==> src/rtl/bcd_display_scanner_pkg.sv <==
// Shared definitions for the 7-segment display path: active-low segment codes
// ({g,f,e,d,c,b,a}) and the registered segment/DP drive payload.
package bcd_display_scanner_pkg;

  localparam int unsigned BCD_W = 4;
  localparam int unsigned SEG_W = 7;

  localparam logic [SEG_W-1:0] SEG_0     = 7'h40;
  localparam logic [SEG_W-1:0] SEG_1     = 7'h79;
  localparam logic [SEG_W-1:0] SEG_2     = 7'h24;
  localparam logic [SEG_W-1:0] SEG_3     = 7'h30;
  localparam logic [SEG_W-1:0] SEG_4     = 7'h19;
  localparam logic [SEG_W-1:0] SEG_5     = 7'h12;
  localparam logic [SEG_W-1:0] SEG_6     = 7'h02;
  localparam logic [SEG_W-1:0] SEG_7     = 7'h78;
  localparam logic [SEG_W-1:0] SEG_8     = 7'h00;
  localparam logic [SEG_W-1:0] SEG_9     = 7'h10;
  localparam logic [SEG_W-1:0] SEG_BLANK = 7'h7F;

  typedef struct packed {
    logic [SEG_W-1:0] seg;
    logic             dp;
  } seg_drive_t;

  localparam seg_drive_t DRIVE_DARK = '{seg: SEG_BLANK, dp: 1'b1};

endpackage

==> src/rtl/bcd_to_7seg.sv <==
// Combinational BCD digit to active-low 7-segment decode; codes 10-15 blank.
module bcd_to_7seg
  import bcd_display_scanner_pkg::*;
(
  input  logic [BCD_W-1:0] bcd,
  output logic [SEG_W-1:0] seg_c
);

  always_comb begin
    seg_c = SEG_BLANK;
    case (bcd)
      4'd0:    seg_c = SEG_0;
      4'd1:    seg_c = SEG_1;
      4'd2:    seg_c = SEG_2;
      4'd3:    seg_c = SEG_3;
      4'd4:    seg_c = SEG_4;
      4'd5:    seg_c = SEG_5;
      4'd6:    seg_c = SEG_6;
      4'd7:    seg_c = SEG_7;
      4'd8:    seg_c = SEG_8;
      4'd9:    seg_c = SEG_9;
      default: seg_c = SEG_BLANK;
    endcase
  end

endmodule

==> src/rtl/bcd_display_scanner.sv <==
// Time-multiplexed common-anode display driver: one digit per scan tick,
// frame-aligned blinking of selected digits, fixed colon DP mask.
module bcd_display_scanner
  import bcd_display_scanner_pkg::*;
#(
  parameter int unsigned           N_DIGITS     = 6,
  parameter int unsigned           SCAN_DIV     = 50000,
  parameter int unsigned           BLINK_FRAMES = 64,
  parameter logic [N_DIGITS-1:0]   DP_MASK      = 6'b010100
) (
  input  logic                      clk,
  input  logic                      rst,
  input  logic [BCD_W*N_DIGITS-1:0] bcd_in,
  input  logic [N_DIGITS-1:0]       blink_mask,
  output logic [SEG_W-1:0]          seg_out,
  output logic                      dp_out,
  output logic [N_DIGITS-1:0]       digit_en
);

  localparam int unsigned IDX_W = (N_DIGITS > 1) ? $clog2(N_DIGITS) : 1;
  localparam int unsigned PRE_W = (SCAN_DIV > 1) ? $clog2(SCAN_DIV) : 1;
  localparam int unsigned FRM_W = $clog2(BLINK_FRAMES) + 1;

  logic [PRE_W-1:0]    pre_cnt;
  logic [IDX_W-1:0]    idx;
  logic [FRM_W-1:0]    frame_cnt;
  logic                phase;
  seg_drive_t          drive_q;

  logic                tick_c;
  logic                frame_end_c;
  logic [BCD_W-1:0]    digit_c;
  logic                blink_sel_c;
  logic                dp_sel_c;
  logic                blank_c;
  logic [SEG_W-1:0]    seg_dec_c;

  assign tick_c      = (pre_cnt == PRE_W'(SCAN_DIV - 1));
  assign frame_end_c = tick_c && (idx == IDX_W'(N_DIGITS - 1));
  assign blank_c     = phase && blink_sel_c;

  // Digit mux on constant indices so idx never forms an out-of-range select.
  always_comb begin
    digit_c     = '0;
    blink_sel_c = 1'b0;
    dp_sel_c    = 1'b0;
    for (int i = 0; i < int'(N_DIGITS); i++) begin
      if (idx == IDX_W'(i)) begin
        digit_c     = bcd_in[BCD_W*i +: BCD_W];
        blink_sel_c = blink_mask[i];
        dp_sel_c    = DP_MASK[i];
      end
    end
  end

  bcd_to_7seg u_dec (
    .bcd   (digit_c),
    .seg_c (seg_dec_c)
  );

  always_ff @(posedge clk) begin
    if (rst) begin
      pre_cnt   <= '0;
      idx       <= '0;
      frame_cnt <= '0;
      phase     <= 1'b0;
      drive_q   <= DRIVE_DARK;
      digit_en  <= '1;
    end else begin
      pre_cnt <= tick_c ? '0 : pre_cnt + PRE_W'(1);
      if (tick_c) begin
        digit_en    <= ~(N_DIGITS'(1) << idx);
        drive_q.seg <= blank_c ? SEG_BLANK : seg_dec_c;
        drive_q.dp  <= blank_c ? 1'b1 : ~dp_sel_c;
        idx         <= (idx == IDX_W'(N_DIGITS - 1)) ? '0 : idx + IDX_W'(1);
      end
      // Phase only flips at frame end so a frame is never half-blanked.
      if (frame_end_c) begin
        if (frame_cnt == FRM_W'(BLINK_FRAMES - 1)) begin
          frame_cnt <= '0;
          phase     <= ~phase;
        end else begin
          frame_cnt <= frame_cnt + FRM_W'(1);
        end
      end
    end
  end

  assign seg_out = drive_q.seg;
  assign dp_out  = drive_q.dp;

endmodule

==> config.mk <==
export PLATFORM = sky130hd
export DESIGN_NAME = bcd_display_scanner
export DESIGN_NICKNAME = d
export VERILOG_FILES = /design/src/rtl/bcd_display_scanner_pkg.sv /design/src/rtl/bcd_to_7seg.sv /design/src/rtl/bcd_display_scanner.sv
export SDC_FILE = /design/constraint.sdc
export NUM_CORES = 1
export LEC_CHECK = 0
export ABC_CLOCK_PERIOD_IN_PS = 3510
export CAP_MARGIN = 10
export CORE_ASPECT_RATIO = 0.8
export CORE_MARGIN = 2
export CORE_UTILIZATION = 51
export CTS_CLUSTER_SIZE = 40
export DETAILED_ROUTE_END_ITERATION = 8
export PLACE_DENSITY = 0.77
export SLEW_MARGIN = 10
export SYNTH_ARGS = -nofsm -noshare
export SYNTH_HDL_FRONTEND = slang
export SYNTH_SLANG_ARGS = --single-unit
==> constraint.sdc <==
create_clock -name clk -period 3.51 [get_ports clk]
set_input_delay 0.351 -clock clk [delete_from_list [all_inputs] [get_ports clk]]
set_output_delay 0.351 -clock clk [all_outputs]
set_load 0.005 [all_outputs]
=== Word level (Yosys, flattened, before mapping) ===
Memory sizes are Yosys's and may differ from the RTL's.
Cells that the tools add are included.

* Bits in registers: 41
* ROM bits: 112
* Bits of input ports: 32
* Output and inout port bits: 14
* Memories kept: 1

{| class="wikitable"
|+ Memory list
! name !! words !! bits a word !! read ports !! clocked after memory_dff !! write ports !! line !! RTL
|-
| (name not given) || 16 || 7 || 1 || 0 || 0 || bcd_to_7seg.sv:11 || <nowiki>case (bcd)</nowiki>
|}

* $add $sub $neg: 3
* Equality and inequality tests: 7
* Shift-type cells: 1
* Multiplexer cells: 20
* Bitwise logic cells: 3
* Reduce and logical (&&, ||, !) cells: 5

{| class="wikitable"
|+ Operator list
! kind !! count
|-
| $mux 4 || 6
|-
| $add 16x1->16 const B || 1
|-
| $eq 16x16->1 const B || 1
|-
| $mux 7 || 2
|-
| $mux 1 || 11
|-
| $add 7x1->7 const B || 1
|-
| $eq 7x6->1 const B || 1
|-
| $eq 3x2->1 const B || 2
|-
| $eq 3x3->1 const B || 2
|-
| $not 6->6 || 1
|-
| $shl 1x3->6 const A || 1
|-
| $add 3x1->3 const B || 1
|-
| $eq 3x1->1 const B || 1
|-
| $logic_not 3->1 || 1
|-
| $mux 3 || 1
|-
| $logic_and 1x1->1 || 2
|-
| $not 1->1 || 2
|-
| $reduce_and 2->1 || 1
|-
| $reduce_or 2->1 || 1
|}

=== Depth between registers and ports, before layout ===
* Word-level depth: 9
* Mapped depth: 15
* Depth with buffers taken out: 11

=== Cells and area by module ===
Synthesis repeated with hierarchy kept, for this count alone.

* Cell total of the unflattened synthesis: 289
* Area total of the unflattened synthesis: 2288.4 um^2

{| class="wikitable"
|+ Modules (own cells, without submodules)
! module !! times used !! cells an instance !! area an instance (um^2)
|-
| bcd_display_scanner || 1 || 256 || 2078.2
|-
| bcd_to_7seg || 1 || 33 || 210.2
|}

=== Least setup slack after synthesis ===
Ideal clock, no wire load.

* Path kind: flip-flop to flip-flop
* Start: register idx[0]
* End: register drive_q, in the netlist seg_out[5]
* Arrival time: 2.749 ns
* Required time: 3.379 ns
* Path slack: 0.629 ns
* Cell stages (with the launch flop): 16
* Buffers on the path: 4
* Period minus slack after synthesis: 2.881 ns
* Cells stage by stage: dfxtp_1 buf_6 buf_4 buf_2 and2_1 ha_1 buf_4 or2_4 a21oi_2 a221oi_2 or2_1 inv_1 ha_1 or4_4 o21ai_1 a21oi_1

* Cells in the longest elaborated chain, start to end: 9
* Elaborated cells on any way between the ends: 21
* Those cells by class: eq/ne: 5; mux: 13; reduce/logical: 2; memory: 1

{| class="wikitable"
|+ Ends and longest elaborated chain
! item !! line !! RTL
|-
| start: declaration || bcd_display_scanner.sv:25 || <nowiki>logic [IDX_W-1:0] idx;</nowiki>
|-
| start signal: assignment || bcd_display_scanner.sv:75 || <nowiki>idx <= (idx == IDX_W'(N_DIGITS - 1)) ? '0 : idx + IDX_W'(1);</nowiki>
|-
| $logic_not 3->1 || bcd_display_scanner.sv:48 || <nowiki>if (idx == IDX_W'(i)) begin</nowiki>
|-
| $mux 4 or $mux 1 (tied branches) (6 in a row) || bcd_display_scanner.sv:48 ||
|-
| $mem_v2 16x7 or $logic_and 1x1->1 (tied branches) || - ||
|-
| $mux 7 * || bcd_display_scanner.sv:73 || <nowiki>drive_q.seg <= blank_c ? SEG_BLANK : seg_dec_c;</nowiki>
|-
| end: declaration || bcd_display_scanner.sv:28 || <nowiki>seg_drive_t drive_q;</nowiki>
|}

Mark *: on every way between the ends. The rest lies on a longest branch, timed or not.
A chain may end at the register's enable or synchronous reset.

=== Final worst setup path ===
* Start: register idx[1]
* End: register drive_q, in the netlist seg_out[5]

Same word-level chain as after synthesis.

==> reports/results.ini <==
[run_status]
status=complete, no violations

[die]
die-area_um2=5080
die_w_um=79.2
io_pins=46
core.rowCount=21
core_area_um2=4260
die_h_um=64.1
start_util_pct=54.1

[cts]
cts_resized=0
h-tree-depth=2
cts_tree=yes
hold_buffers=0
numCtsBuffers=5
clockBufferDepth=2
clock_latency_ns=0.29
post_cts_buffers=0
cts.sinks=41
cts.clk_slew.worst_paths_ns=0.08
clk_root_buffer_cell=clkbuf_8

[grt]
grt_pass1_vias=1786
overflow=0
grt_pass1_wl_um=8320
grt_start_max_net_pins=31
track_usage_pct=20.6
antenna_found_initial=0

[drt]
drc=0
highest_layer=met4
vias=2006
met3_length_um=341
dr.pass1.iters=4
ant_nets=0
viasPerCell=5.47
wirelength_met1_um=2410
routed_wl_um=4830
met2WireLength_um=2020
drtIter0Drc=123
wl_per_cell_um=13.2

[logic_synthesis]
syn_area_um2=2300
synthDominantCellAreaShare_pct=35.6
avgSynthCellArea_um2=8.50
yosys.cell_count.top_type=nor2_1
synthTopCellsByCount=nor2_1, dfxtp_1, a21oi_1
syn_nets=307
synth_warnings=0
synth_enable_flop_cells=0
synthFlopType=dfxtp_1
synthArstFlopShare_pct=0
synth_area_leaders=dfxtp_1, nor2_1, xor2_1
synth_area_leader_cell=dfxtp_1
ys_seq_area_share_pct=35.6
synthCells=271
synth_seq_cells=41
yosysUniqueCellTypes=59

[sta]
period_minus_slack_ns=2.97
fmax_mhz=337
rsz0062_at_grt=false
fin_skew_ns=0.00772
setup_slack_ns=0.540
tightest_slew_ns=0.887
slew_headroom_pct=40.8
setup_viol=0
setup_tns_ns=0
hold_viol=0
slew_violations=0
post-route-period-util_pct=84.6

[final_layout]
fillers=366
diodes=0
final_nets=345
drive_gt1_share_pct=10.0
area_delta_synth_final_pct=22.5

[hold_path]
min-delay-start=pre_cnt[0]
holdPathStages=1
worstHoldEndpoint=pre_cnt[0]
hold_class=reg2reg

[power]
clkPwrFrac_pct=35.8
power.total_mw=0.862
netSwitchingFraction_pct=23.6
p_leak_nw=1.02
power_switching_mw=0.203
p_int_mw=0.659
power_density_nw_per_um2=305
comb_power_share_pct=9.7
seqPwrFrac_pct=54.5
ir_drop_uv=169

[worst_setup_path]
path_max_fanout=22
timing.rr.end=seg_out[5]
cp_slowest_stage_delay_ns=0.77
critical_path.top_delay_family=simple AND/OR/NAND/NOR gates
path_buf_inv=1
cp.arrival_ns=3.12
r2r_setup_slack_ns=0.54
required_ns=3.66
start_kind=flip-flop
cpMostUsedCell=ha_1
path_cells=and2_1 -> ha_1 -> or2_4 -> a21oi_2 -> a221oi_2 -> or2_1 -> inv_1 -> ha_1 -> or4_4 -> o21ai_1 -> a21oi_1
cp-end-kind=flip-flop
criticalPathCategory=reg2reg
cp-startpoint=idx[1]
reg2reg_from=idx[1]
critPathSlowestCell=dfxtp_1
worst-r2r-cell-count=11

[placed_design]
hpwl_um=3560
place.gp.congestion=0.872
place_ws_ns=0.613
io_buffers=45

[run]
maxCapViolCount=0

==> registers in the layout (all words and copies together), names as in the netlist <==
name	cells
phase	1
pre_cnt	16
frame_cnt	7
digit_en	6
idx	3
seg_out	7
dp_out	1
==> placed cells by master (no fill, tap or decap), types with 4 or more instances in the layout <==
master           Yosys  routed
o21ai_0              8       8
o21ai_1              5       5
nor3_1               7       7
nor2_1              48      48
nand3_1              8       8
ha_1                 4       4
clkbuf_8             0       5
xor2_1              10      10
clkdlybuf4s50_1      0      45
nor2b_1              5       5
xnor2_1              8       8
nand2b_1             6       6
nand2_1             13      13
nand4_1              7       7
and2_1               4       4
mux2i_1              4       4
o21bai_1             5       5
inv_1                7       7
dfxtp_1             41      41
a21oi_1             14      14
==> worst max-delay path by stage <==
| stage | end | slack (ns) | cells past startpoint |
|---|---|---|---|
| after floorplan | seg_out[5] | 0.63 | 15 |
| after global placement | seg_out[5] | 0.72 | 11 |
| after detailed placement | seg_out[6] | 0.61 | 11 |
| after CTS | seg_out[5] | 0.54 | 11 |
| after global routing | seg_out[6] | 0.32 | 11 |
| final | seg_out[5] | 0.54 | 11 |
==> power groups by stage <==
| stage | registers (mW) | clock network [mW] | logic (mW) |
|---|---|---|---|
| 2_1_floorplan | 0.481 | 0 | 0.0404 |
| 3_3_place_gp | 0.481 | 0 | 0.0824 |
| 3_5_place_dp | 0.481 | 0 | 0.0821 |
| 4_1_cts | 0.470 | 0.316 | 0.0835 |
| 5_1_grt | 0.471 | 0.340 | 0.0900 |
| 6_report | 0.470 | 0.309 | 0.0834 |
==> per-stage QoR <==
step	cell area [µm²]	hold slack, ns	cells	util (%)
2_1_floorplan	2300	0.430	271	-
3_3_place_gp	2730	0.442	359	64.2
3_5_place_dp	2730	0.452	359	64.2
4_1_cts	2820	0.472	367	66.3
5_1_grt	2820	0.501	367	66.3
6_report	2820	0.470	367	66.3
==> per-layer routing <==
| layer | vias to the layer above | GRT usage (%) |
|---|---|---|
| met2 | 58 | 30.7 |
| met4 | 0 | 5.82 |
| li1 | 1030 | - |
| met5 | - | 0 |
| met3 | 7 | 5.65 |
| met1 | 911 | 29.1 |
==> cell families after synthesis <==
logic type                 synth area share (%)
and+or+nand+nor                            28.4
xor gates and xnor gates                   6.84
buffers and inverters                      5.81
muxes                                      2.23
adders and majority gates                  2.17
DFF                                        35.6
AOI/OAI and AO/OA                          18.9
==> area by class of cell <==
type | count | area [µm²] | share of cell area (%)
Multi-Input combinational cell | 207 | 1350 | 47.8
Inverter | 7 | 26.3 | 0.930
Clock inverter | 3 | 21.3 | 0.753
Tap cell | 57 | 71.3 | 2.53
Timing Repair Buffer | 47 | 465 | 16.5
Clock buffer | 5 | 68.8 | 2.44
Sequential cell | 41 | 821 | 29.1
No activity file was read; power rests on OpenSTA's default activity.
